<file path="src/rtl/popcount_expander.sv">
// -----------------------------------------------------------------------------
// popcount_expander
//
// Turns a requested count into a WIDTH-bit vector holding exactly
// min(count, WIDTH) ones, setting one bit per clock. The first bit lands at a
// rotating start position (offset) that advances after every delivered result,
// so successive transactions walk the ones across every output position.
//
// Ports
//   clk        in   1      clock, rising edge
//   rst        in   1      synchronous, active-high reset
//   in_valid   in   1      in_count is valid
//   in_ready   out  1      block can accept a count (IDLE and not in reset)
//   in_count   in   CW     requested number of ones
//   out_valid  out  1      out_vec/out_sat hold a completed result
//   out_ready  in   1      consumer accepts the result
//   out_vec    out  WIDTH  vector with min(in_count, WIDTH) ones
//   out_sat    out  1      request exceeded WIDTH and was clipped
//   busy       out  1      FSM not in IDLE
// -----------------------------------------------------------------------------
module popcount_expander #(
  parameter int WIDTH = 6,
  parameter int CW    = $clog2(WIDTH + 1)
) (
  input  logic             clk,
  input  logic             rst,
  input  logic             in_valid,
  output logic             in_ready,
  input  logic [CW-1:0]    in_count,
  output logic             out_valid,
  input  logic             out_ready,
  output logic [WIDTH-1:0] out_vec,
  output logic             out_sat,
  output logic             busy
);

  // Width of a bit position inside out_vec.
  localparam int IW = (WIDTH > 1) ? $clog2(WIDTH) : 1;

  localparam logic [CW-1:0] WIDTH_CNT = CW'(WIDTH);
  localparam logic [IW-1:0] LAST_POS  = IW'(WIDTH - 1);

  typedef enum logic [1:0] {
    IDLE,
    BUILD,
    OUT
  } state_t;

  state_t           state, state_next;
  logic [CW-1:0]    rem,    rem_next;     // ones still to place
  logic [IW-1:0]    idx,    idx_next;     // position of the next one
  logic [IW-1:0]    offset, offset_next;  // start position of the next transaction
  logic [WIDTH-1:0] vec,    vec_next;
  logic             sat,    sat_next;

  // Advance a bit position, wrapping from WIDTH-1 back to 0.
  function automatic logic [IW-1:0] next_pos(input logic [IW-1:0] pos);
    return (pos == LAST_POS) ? '0 : pos + 1'b1;
  endfunction

  assign in_ready  = (state == IDLE) && !rst;
  assign out_valid = (state == OUT);
  assign busy      = (state != IDLE);
  assign out_vec   = vec;
  assign out_sat   = sat;

  // NOTE: every signal is given its hold value before the case statement, so
  // each path through the block assigns it and no latch is inferred; blocking
  // assignments are correct here because this block is purely combinational.
  always_comb begin
    state_next  = state;
    rem_next    = rem;
    idx_next    = idx;
    offset_next = offset;
    vec_next    = vec;
    sat_next    = sat;

    unique case (state)
      IDLE: begin
        if (in_valid && in_ready) begin
          // Clip the request to the vector width and flag the overflow.
          rem_next   = (in_count > WIDTH_CNT) ? WIDTH_CNT : in_count;
          sat_next   = (in_count > WIDTH_CNT);
          vec_next   = '0;
          idx_next   = offset;
          state_next = BUILD;
        end
      end

      BUILD: begin
        if (rem != '0) begin
          vec_next[idx] = 1'b1;
          idx_next      = next_pos(idx);
          rem_next      = rem - 1'b1;
        end
        // The last one is placed on the same edge that leaves BUILD; a zero
        // count spends a single cycle here and delivers an all-zero vector.
        if (rem <= CW'(1)) begin
          state_next = OUT;
        end
      end

      OUT: begin
        // Result holds until accepted; the start position moves on only when
        // the result is actually consumed.
        if (out_ready) begin
          offset_next = next_pos(offset);
          state_next  = IDLE;
        end
      end

      default: begin
        state_next = IDLE;
      end
    endcase
  end

  // NOTE: the whole state is reset (there is no storage array here), so out_vec
  // is never X, and a reset mid-transaction discards the result and offset.
  always_ff @(posedge clk) begin
    if (rst) begin
      state  <= IDLE;
      rem    <= '0;
      idx    <= '0;
      offset <= '0;
      vec    <= '0;
      sat    <= 1'b0;
    end else begin
      state  <= state_next;
      rem    <= rem_next;
      idx    <= idx_next;
      offset <= offset_next;
      vec    <= vec_next;
      sat    <= sat_next;
    end
  end

endmodule
</file>
<file path="config.mk">
export PLATFORM = sky130hd
export DESIGN_NAME = popcount_expander
export DESIGN_NICKNAME = d
export VERILOG_FILES = /design/src/rtl/popcount_expander.sv
export SDC_FILE = /design/constraint.sdc
export NUM_CORES = 1
export LEC_CHECK = 0
export BUFFER_PORTS_ARGS = -buffer_cell sky130_fd_sc_hd__buf_2
export CAP_MARGIN = 10
export CORE_MARGIN = 1
export CORE_UTILIZATION = 42
export CTS_CLUSTER_DIAMETER = 100
export DETAILED_ROUTE_END_ITERATION = 16
export PLACE_DENSITY = 0.63
export SLEW_MARGIN = 40
export SYNTH_ARGS = -nofsm -noshare
export SYNTH_HDL_FRONTEND = slang
export SYNTH_SLANG_ARGS = --single-unit
</file>
<file path="constraint.sdc">
create_clock -name clk -period 1.6 [get_ports clk]
set_input_delay 0.32 -clock clk [delete_from_list [all_inputs] [get_ports clk]]
set_output_delay 0.32 -clock clk [all_outputs]
set_load 0.05 [all_outputs]
</file>
==> results of run 1 <==
-- layer usage --
metal	routed length, µm	up-vias	GRT usage, %
met2	777	19	24.59
met3	83	2	4.528
li1	-	400	-
met4	15	0	6.667
met5	0	-	0
met1	900	344	21.92
-- cell usage in the layout, fill, tap and decap left out, types with 2 or more instances in the layout --
cell / count
a21oi_1: 9
buf_2: 15
buf_4: 6
clkbuf_4: 4
dfxtp_1: 16
dfxtp_2: 2
ha_1: 3
inv_1: 4
nand2_1: 12
nand2b_1: 3
nand4_1: 2
nor2_1: 12
nor2b_1: 3
nor4b_1: 2
o21a_1: 4
o32ai_1: 2
-- flip-flops by register name, indices dropped and copies added, names as in the netlist --
| name | cells |
|---|---|
| idx | 3 |
| offset | 3 |
| state | 2 |
| rem | 3 |
| out_vec | 6 |
| out_sat | 1 |
-- Yosys cell counts --
cell type  number  area [µm²]
a2111oi_0       1       8.760
a211oi_2        1       12.51
a21o_1          1       7.510
a21o_2          1       8.760
a21oi_1        10       50.05
a22oi_1         1       7.510
a31oi_1         1       6.260
and2b_1         1       7.510
and4b_1         1       10.01
buf_6           2       22.52
clkbuf_1        1       3.750
dfxtp_1        18       360.4
ha_1            3       37.54
inv_1           4       15.01
mux2_2          1       11.26
nand2_1        12       45.04
nand2b_1        3       18.77
nand3_1         1       5.000
nand4_1         2       12.51
nand4b_1        1       8.760
nor2_1         13       48.80
nor2b_1         4       25.02
nor3_1          1       5.000
nor3b_1         1       7.510
nor4_1          1       6.260
nor4b_1         2       17.52
nor4b_4         1       23.77
o211ai_1        1       7.510
o21a_1          4       30.03
o21ai_0         1       5.000
o21ba_2         1       10.01
o32ai_1         2       17.52
or2b_1          1       7.510
xor2_1          1       8.760
-- logic make-up after synthesis --
group           after synthesis  share of synthesized area [%]
simple gates                 45                          28.31
compound gates               25                          19.49
flops                        18                          40.97
buf+inv                       7                          4.693
fa+ha+maj                     3                          4.268
xor+xnor                      1                         0.9959
mux                           1                          1.280
-- area by class of cell --
class	instances	area share, %
inverter	4	1.404
sequential	18	33.92
clock buffer	4	3.392
multi-input combinational	75	46.20
timing repair buffer	22	11.93
tap	27	3.158
-- how the worst min path moves through the flow --
stage	from	depth (start not counted)	endpoint	slack, ns
2_1_floorplan	rst	1	state[0]$_SDFFE_PP0P_	0.40
3_3_place_gp	out_sat$_SDFFE_PP0P_	2	out_sat$_SDFFE_PP0P_	0.42
3_5_place_dp	out_sat$_SDFFE_PP0P_	2	out_sat$_SDFFE_PP0P_	0.44
4_1_cts	in_count[2]	3	out_sat$_SDFFE_PP0P_	0.28
5_1_grt	in_count[2]	3	out_sat$_SDFFE_PP0P_	0.29
6_report	in_count[2]	3	out_sat$_SDFFE_PP0P_	0.28
-- through the flow --
stage	std cells	hold slack [ns]	utilization, %	cell area [µm²]	total power [mW]
floorplan	100	0.4031	-	882.1	0.7414
CTS	150	0.2813	53.57	1051	1.096
detailed placement	146	0.4392	51.72	1015	0.8154
global placement	146	0.4227	51.72	1015	0.8114
finish	150	0.2816	54.53	1070	1.105
global route	150	0.2859	54.53	1070	1.167
-- report_power, final --
part           switching, mW  internal (mW)  total (mW)
Clock                  0.142          0.139       0.281
Combinational          0.187          0.123       0.311
Sequential            0.0356          0.477       0.513
-- worst register-to-register path, delay by kind of cell, from the launching register on --
kind,cells,cell delay [ns]
compound gates,3,0.66
flops,1,0.34
fa+ha+maj,1,0.16
buf+inv,1,0.10
simple gates,1,0.10
==> results.py, run 1 <==
metrics = {
    "grt": {
        "grt_max_degree": 16,
        "grt_antenna_before_repair": 0,
        "grt_pass1_wl_um": 2525,
        "grt_usage_pct": 16.32,
        "grt.overflow.total": 0,
        "grt_pass1_vias": 580,
    },
    "cts": {
        "cts_buffers": 3,
        "insertion_delay_ns": 0.29,
        "cts_buffer_depth": 2,
        "clock_sinks": 18,
        "cts.hold.buffers_added": 0,
        "root_buffer": "clkbuf_4",
        "post-cts-setup-buffers": 0,
        "tritoncts": "yes",
        "cts_htree_levels": 1,
        "ctsResizeCount": 0,
        "path_clk_slew_ns": 0.10,
    },
    "place": {
        "place_hpwl_um": 1273,
        "io_buffer_count": 16,
        "dp_slack_ns": 0.04483,
        "gp_congestion": 0.8857,
    },
    "floorplan": {
        "core_um2": 1962,
        "rows": 16,
        "dieArea_um2": 2282,
        "pin_count": 17,
        "die_w_um": 47.77,
        "die_h_um": 47.77,
        "start_util_pct": 44.83,
    },
    "setup_path": {
        "cp-startpoint": "state[0]$_SDFFE_PP0P_",
        "slowest_delay_ns": 0.37,
        "path_depth": 4,
        "critical_path.cell_chain": "nor2_1 > inv_1 > nor2_2 > clkbuf_4",
        "r2r_end": "idx[0]$_SDFFE_PP0P_",
        "criticalPathCategory": "flop to primary output",
        "cpMaxStageDelayCell": "dfxtp_2",
        "crit_end": "in_ready",
        "crit_family": "flip-flops",
        "cp.required_ns": 1.28,
        "start_kind": "flop",
        "r2r_setup_slack_ns": 0.17,
        "critical_path_peak_fanout": 8,
        "reg2reg_depth": 6,
        "crit_arrival_ns": 1.19,
        "r2r-start": "rem[1]$_SDFFE_PP0P_",
        "crit_path_end_kind": "primary output",
        "cp.buffers_inverters": 2,
    },
    "final_layout": {
        "fillers": 195,
        "drive_above_1_share_pct": 30.08,
        "antennaDiodeCount": 0,
        "area_growth_pct": 21.62,
        "ff_latch_area_um2": 362.8,
        "multi_input_area_um2": 494.2,
        "final_nets": 134,
    },
    "synthesis": {
        "synth-seq-cells": 18,
        "seq_area_frac_synth_pct": 40.97,
        "synthDistinctLibCells": 34,
        "yosys_warnings": 0,
        "syn_inst": 100,
        "syn_area_per_cell_um2": 8.796,
        "syn-cell-area_um2": 879.6,
        "syn-num-nets": 110,
    },
    "drt": {
        "post_drt_via_cell_ratio": 5.100,
        "drc": 0,
        "wire_per_inst_um": 11.85,
        "drt_iter0_drc": 10,
        "final_antenna_net_count": 0,
        "num_vias": 765,
        "drt-pass1-iter-count": 4,
        "finalWirelength_um": 1777,
    },
    "pwr": {
        "max-vdd-ir-drop_mv": 0.5088,
        "p_per_area_nw_per_um2": 1033,
        "cellLeakagePower_nw": 0.4541,
    },
    "timing": {
        "layout_setup_ws_ns": 0.09089,
        "worstMarginPinSlew_ns": 0.3370,
        "hold_viol": 0,
        "final_max_slew_viol_count": 0,
        "fin_crit_ns": 1.509,
        "fin_skew_ns": 0.001185,
        "clock.fmax_mhz": 662.6,
        "setup_tns_ns": 0,
        "fin_crit_sh_pct": 94.32,
        "setup_viol": 0,
        "relSlewSlack_pct": 76.95,
        "rsz0062_at_grt": "false",
    },
    "run_status": {
        "status": "complete, no violations",
    },
    "job": {
        "max_cap_viol_count": 0,
    },
    "hold_path": {
        "worstHoldPathType": "primary input to flop",
    },
}
No activity file was read; power rests on OpenSTA's default activity.
==> run 2, diff against run 1 <==
--- a/config.mk
+++ b/config.mk
@@ -7,11 +7,12 @@
 export LEC_CHECK = 0
 export BUFFER_PORTS_ARGS = -buffer_cell sky130_fd_sc_hd__buf_2
 export CAP_MARGIN = 10
-export CORE_MARGIN = 1
+export CORE_MARGIN = 10
 export CORE_UTILIZATION = 42
 export CTS_CLUSTER_DIAMETER = 100
 export DETAILED_ROUTE_END_ITERATION = 16
 export PLACE_DENSITY = 0.63
+export RECOVER_POWER = 25
 export SLEW_MARGIN = 40
 export SYNTH_ARGS = -nofsm -noshare
 export SYNTH_HDL_FRONTEND = slang
==> run 2 against run 1 <==
Critical endpoint is now rem[2]$_SDFFE_PP0P_. Worst hold slack better by 0.021 ns. Worst setup slack got worse by 0.021 ns. First-iteration DRC count grew 140%. Power shrank 0.38%. Critical path depth rose by 1. Cell count is the same.
==> results.py, run 2 (synthesis results as in run 1) <==
metrics = {
    "timing": {
        "hold_viol": 0,
        "clock.fmax_mhz": 653.5,
        "fin_crit_ns": 1.530,
        "fin_crit_sh_pct": 95.64,
        "fin_skew_ns": 0.005129,
        "worstMarginPinSlew_ns": 0.5958,
        "whs_ns": 0.3028,
        "setup_viol": 0,
        "relSlewSlack_pct": 60.45,
        "final_max_slew_viol_count": 0,
    },
    "job": {
        "max_cap_viol_count": 0,
    },
    "floorplan": {
        "die_w_um": 65.77,
        "start_util_pct": 44.38,
        "rows": 16,
        "pin_count": 17,
        "die_h_um": 65.77,
        "dieArea_um2": 4325,
        "core_um2": 1982,
    },
    "cts": {
        "cts_htree_levels": 1,
        "cts_buffers": 3,
        "insertion_delay_ns": 0.29,
        "clock_sinks": 18,
        "cts.hold.buffers_added": 0,
        "root_buffer": "clkbuf_4",
        "tritoncts": "yes",
        "path_clk_slew_ns": 0.10,
        "cts_buffer_depth": 2,
        "post-cts-setup-buffers": 0,
    },
    "run_status": {
        "status": "complete, no violations",
    },
    "grt": {
        "grt_pass1_vias": 731,
        "grt_usage_pct": 8.950,
        "grt.overflow.total": 0,
        "grt_pass1_wl_um": 3125,
        "grt_max_degree": 16,
        "grt_antenna_before_repair": 0,
    },
    "final_layout": {
        "drive_above_1_share_pct": 27.64,
        "antennaDiodeCount": 0,
        "final_cell_mix": "dfxtp_1, buf_2, nor2_1, nand2_1, a21oi_1",
        "final_nets": 134,
        "largest_reg_flops": 6,
        "fin_util_pct": 53.79,
        "final_common_cell": "dfxtp_1",
        "area_growth_pct": 21.19,
    },
    "setup_path": {
        "cp.required_ns": 1.79,
        "crit_path_end_kind": "flop",
        "critical_path.cell_chain": "nor2b_1 > buf_4 > mux2_2 > nand2_1 > a21oi_1",
        "slowest_delay_ns": 0.42,
        "cpMaxStageDelayCell": "dfxtp_2",
        "crit_arrival_ns": 1.72,
        "start_kind": "flop",
        "critical_path_peak_fanout": 8,
        "criticalPathCategory": "flop to flop",
    },
    "pwr": {
        "cellLeakagePower_nw": 0.4451,
        "p_per_area_nw_per_um2": 1032,
        "max-vdd-ir-drop_mv": 0.7717,
    },
    "drt": {
        "final_antenna_net_count": 0,
        "finalWirelength_um": 1911,
        "post_drt_via_cell_ratio": 5.193,
        "drc": 0,
        "drt_iter0_drc": 24,
        "drt-pass1-iter-count": 4,
        "wire_per_inst_um": 12.74,
        "num_vias": 779,
    },
    "place": {
        "place_hpwl_um": 1459,
        "io_buffer_count": 16,
        "gp_congestion": 0.8087,
    },
    "hold_path": {
        "worstHoldPathType": "primary input to flop",
    },
}
## run 2: path summary, 6_finish.rpt
path | from | to | slack (ns) | cells past startpoint
worst max register to register | state[0]$_SDFFE_PP0P_ | rem[2]$_SDFFE_PP0P_ | 0.07 | 5
worst max-delay path | state[0]$_SDFFE_PP0P_ | rem[2]$_SDFFE_PP0P_ | 0.07 | 5
worst min register to register | out_sat$_SDFFE_PP0P_ | out_sat$_SDFFE_PP0P_ | 0.44 | 2
worst min-delay path | in_count[2] | out_sat$_SDFFE_PP0P_ | 0.30 | 3
## run 2: per-stage QoR
stage / setup TNS [ns] / setup WS (ns) / std cells / area (µm²) / total power, mW
2_1_floorplan: 0 / 0.06565 / 100 / 882.1 / 0.7414
3_3_place_gp: 0 / 0.1377 / 146 / 1015 / 0.8149
3_5_place_dp: 0 / 0.1215 / 146 / 1015 / 0.8206
4_1_cts: 0 / 0.005169 / 150 / 1054 / 1.097
5_1_grt: -0.02820 / -0.02820 / 150 / 1066 / 1.159
6_report: 0 / 0.06983 / 150 / 1066 / 1.100
## run 2: worst max-delay path, delay by kind of cell, from the launching register on
kind / cells / cell delay (ns)
DFF: 1 / 0.42
and+or+nand+nor: 2 / 0.39
buffers and inverters: 1 / 0.22
AOI/OAI and AO/OA: 1 / 0.05
muxes: 1 / 0.34
## run 2: final cells by class
class	instances	area, µm²
timing repair buffer	22	125.1
sequential	18	362.8
multi-input combinational	75	493.0
tap	27	33.78
inverter	4	15.01
fill	195	915.9
clock buffer	4	36.28
## run 2: routing by layer
metal	up-vias	global-route usage [%]	share of wire (%)
li1	399	-	-
met1	362	10.07	46
met2	16	15.10	47
met3	2	3.051	5.6
met4	0	3.476	1.0
met5	-	0	0
## run 2: power by group
group | total, mW | switching [mW] | leakage (nW) | internal [mW]
Sequential | 0.514 | 0.0365 | 0.147 | 0.477
Clock | 0.275 | 0.136 | 0.0210 | 0.139
Combinational | 0.312 | 0.189 | 0.277 | 0.123
Total | 1.10 | 0.361 | 0.445 | 0.739
## run 2: timing repair
action	CTS	global route
resized for setup	1	5
endpoints found under the setup margin	1	9
hold endpoints to repair	0	0
==> run 3, diff against run 2 <==
--- a/config.mk
+++ b/config.mk
@@ -13,6 +13,7 @@
 export DETAILED_ROUTE_END_ITERATION = 16
 export PLACE_DENSITY = 0.63
 export RECOVER_POWER = 25
+export SETUP_SLACK_MARGIN = 0.3
 export SLEW_MARGIN = 40
 export SYNTH_ARGS = -nofsm -noshare
 export SYNTH_HDL_FRONTEND = slang
==> run 3 against run 2 <==
Core utilization is 9.2 points higher. Critical path depth fell by 1. Maximum frequency grew 7.2%. Worst hold slack got worse by 0.011 ns. Worst setup slack improved by 0.10 ns. Power grew 8.8%. Cell count rose by 5.3%. Largest power group unchanged. Via count up 6.0%. Clock power decreased by 13%. Flip-flop and latch count unchanged. Global-route usage increased by 1.0 points. Sequential share of layout area shrank 4.5 points.
==> results.py, run 3 (synthesis results as in run 1) <==
metrics = {
    "timing": {
        "setup_viol": 0,
        "rsz0062_at_grt": "true",
        "hold_viol": 0,
        "fin_crit_ns": 1.427,
        "fin_crit_sh_pct": 89.18,
        "fin_skew_ns": 0.01028,
        "final_max_slew_viol_count": 0,
        "worstMarginPinSlew_ns": 0.6026,
        "clock.fmax_mhz": 700.8,
        "setup_tns_ns": 0,
        "whs_ns": 0.2919,
        "relSlewSlack_pct": 60.00,
    },
    "grt": {
        "grt_pass1_wl_um": 3470,
        "grtUsageMet2_pct": 16.91,
        "grt.overflow.total": 0,
        "use_met3_pct": 2.542,
        "global_route.usage.met1_pct": 10.48,
        "grt_pass1_vias": 825,
        "grt_antenna_before_repair": 0,
        "grt.busiest_layer": "met2",
        "grt_max_degree": 16,
        "grt_usage_pct": 9.955,
    },
    "cts": {
        "cts_buffer_depth": 2,
        "tritoncts": "yes",
        "root_buffer": "clkbuf_4",
        "clock_sinks": 18,
        "insertion_delay_ns": 0.29,
        "cts_buffers": 3,
        "path_clk_slew_ns": 0.11,
        "cts_htree_levels": 1,
        "cts.hold.buffers_added": 0,
    },
    "drt": {
        "finalWirelength_um": 2258,
        "final_antenna_net_count": 0,
        "drt_iter0_drc": 26,
        "post_drt_via_cell_ratio": 5.228,
        "drc": 0,
        "wire_per_inst_um": 14.29,
        "drt-pass1-iter-count": 4,
        "num_vias": 826,
    },
    "final_layout": {
        "ff_latch_area_um2": 369.1,
        "final_common_cell": "dfxtp_1",
        "area_growth_pct": 41.96,
        "final_nets": 142,
        "finalNonFillerCells": 158,
        "final_cell_area_um2": 1249,
        "antennaDiodeCount": 0,
        "fillers": 169,
        "fin_util_pct": 63.01,
        "multi_input_area_um2": 580.6,
        "final_cell_mix": "dfxtp_1, nand2_1, nor2_1, buf_2, buf_4",
        "largest_reg_flops": 6,
        "drive_above_1_share_pct": 42.75,
    },
    "setup_path": {
        "criticalPathCategory": "flop to primary output",
        "critical_path_peak_fanout": 6,
        "cpMaxStageDelayCell": "dfxtp_4",
        "crit_arrival_ns": 1.11,
        "start_kind": "flop",
        "critical_path.cell_chain": "nor2_4 > inv_2 > nor2_4 > buf_8",
        "reg2reg_depth": 6,
        "crit_path_end_kind": "primary output",
        "r2r_setup_slack_ns": 0.18,
        "cp_common_cell": "nor2_4",
        "cp.required_ns": 1.28,
        "slowest_delay_ns": 0.40,
    },
    "place": {
        "place_hpwl_um": 1424,
        "placed_cell_area_um2": 1017,
        "placed_cells": 145,
        "io_buffer_count": 16,
        "gp_congestion": 0.8462,
    },
    "floorplan": {
        "die_h_um": 65.77,
        "die_w_um": 65.77,
        "start_util_pct": 44.38,
        "pin_count": 17,
        "core_um2": 1982,
        "dieArea_um2": 4325,
        "rows": 16,
    },
    "job": {
        "max_cap_viol_count": 0,
    },
    "pwr": {
        "max-vdd-ir-drop_mv": 0.6265,
        "p_per_area_nw_per_um2": 958.8,
        "cellLeakagePower_nw": 0.5040,
    },
    "hold_path": {
        "whs_path_depth": 3,
        "worstHoldPathType": "primary input to flop",
    },
    "run_status": {
        "status": "complete, no violations",
    },
}
## run 3: changes by cell type in the layout (fill, tap and decap cells not counted), moves of 3 or more
cell / before / now
buf_4: 7 / 11
a21oi_1: 9 / 6
buf_6: 0 / 3
inv_1: 4 / 1
## run 3: what timing repair did
item / in CTS / in global routing
resized for setup: 24 / 9
setup endpoints to repair: 16 / 16
buffers inserted: 7 / 2
pin swaps: 7 / 5
## run 3: routing by layer
layer | wire, µm | vias up | share of wire, %
met4 | 35 | 0 | 1.6
met2 | 1215 | 17 | 54
met3 | 76 | 4 | 3.4
met1 | 931 | 391 | 41
met5 | 0 | - | 0
li1 | - | 414 | -
## run 3: final cells by class
class	instances	share of cell area, %
multi-input combinational	75	46.49
inverter	4	1.403
tap	27	2.705
sequential	18	29.56
clock buffer	4	2.104
timing repair buffer	30	17.74
## run 3: worst max-delay path: cells and delay by family (launching register included)
family | cells | cell delay [ns]
buf+inv | 2 | 0.21
flops | 1 | 0.40
simple gates | 2 | 0.21
## run 3: final timing paths
kind                               from                    to
hold reg to reg    out_sat$_SDFFE_PP0P_  out_sat$_SDFFE_PP0P_
hold / removal              in_count[0]  out_sat$_SDFFE_PP0P_
setup / recovery  state[1]$_SDFFE_PP0P_              in_ready
setup reg to reg  state[1]$_SDFFE_PP0P_   rem[2]$_SDFFE_PP0P_
## run 3: stage by stage
step	setup WS [ns]	power, mW
after global placement	0.1430	0.8147
final	0.1731	1.197
after detailed placement	0.08173	0.8203
after CTS	0.1734	1.157
after global routing	0.1181	1.260
after floorplan	0.2571	0.7484
## run 3: where the power goes
part	switching, mW	internal, mW	total, mW
combinational	0.230	0.204	0.433
sequential	0.0471	0.478	0.525
clock	0.142	0.0968	0.238
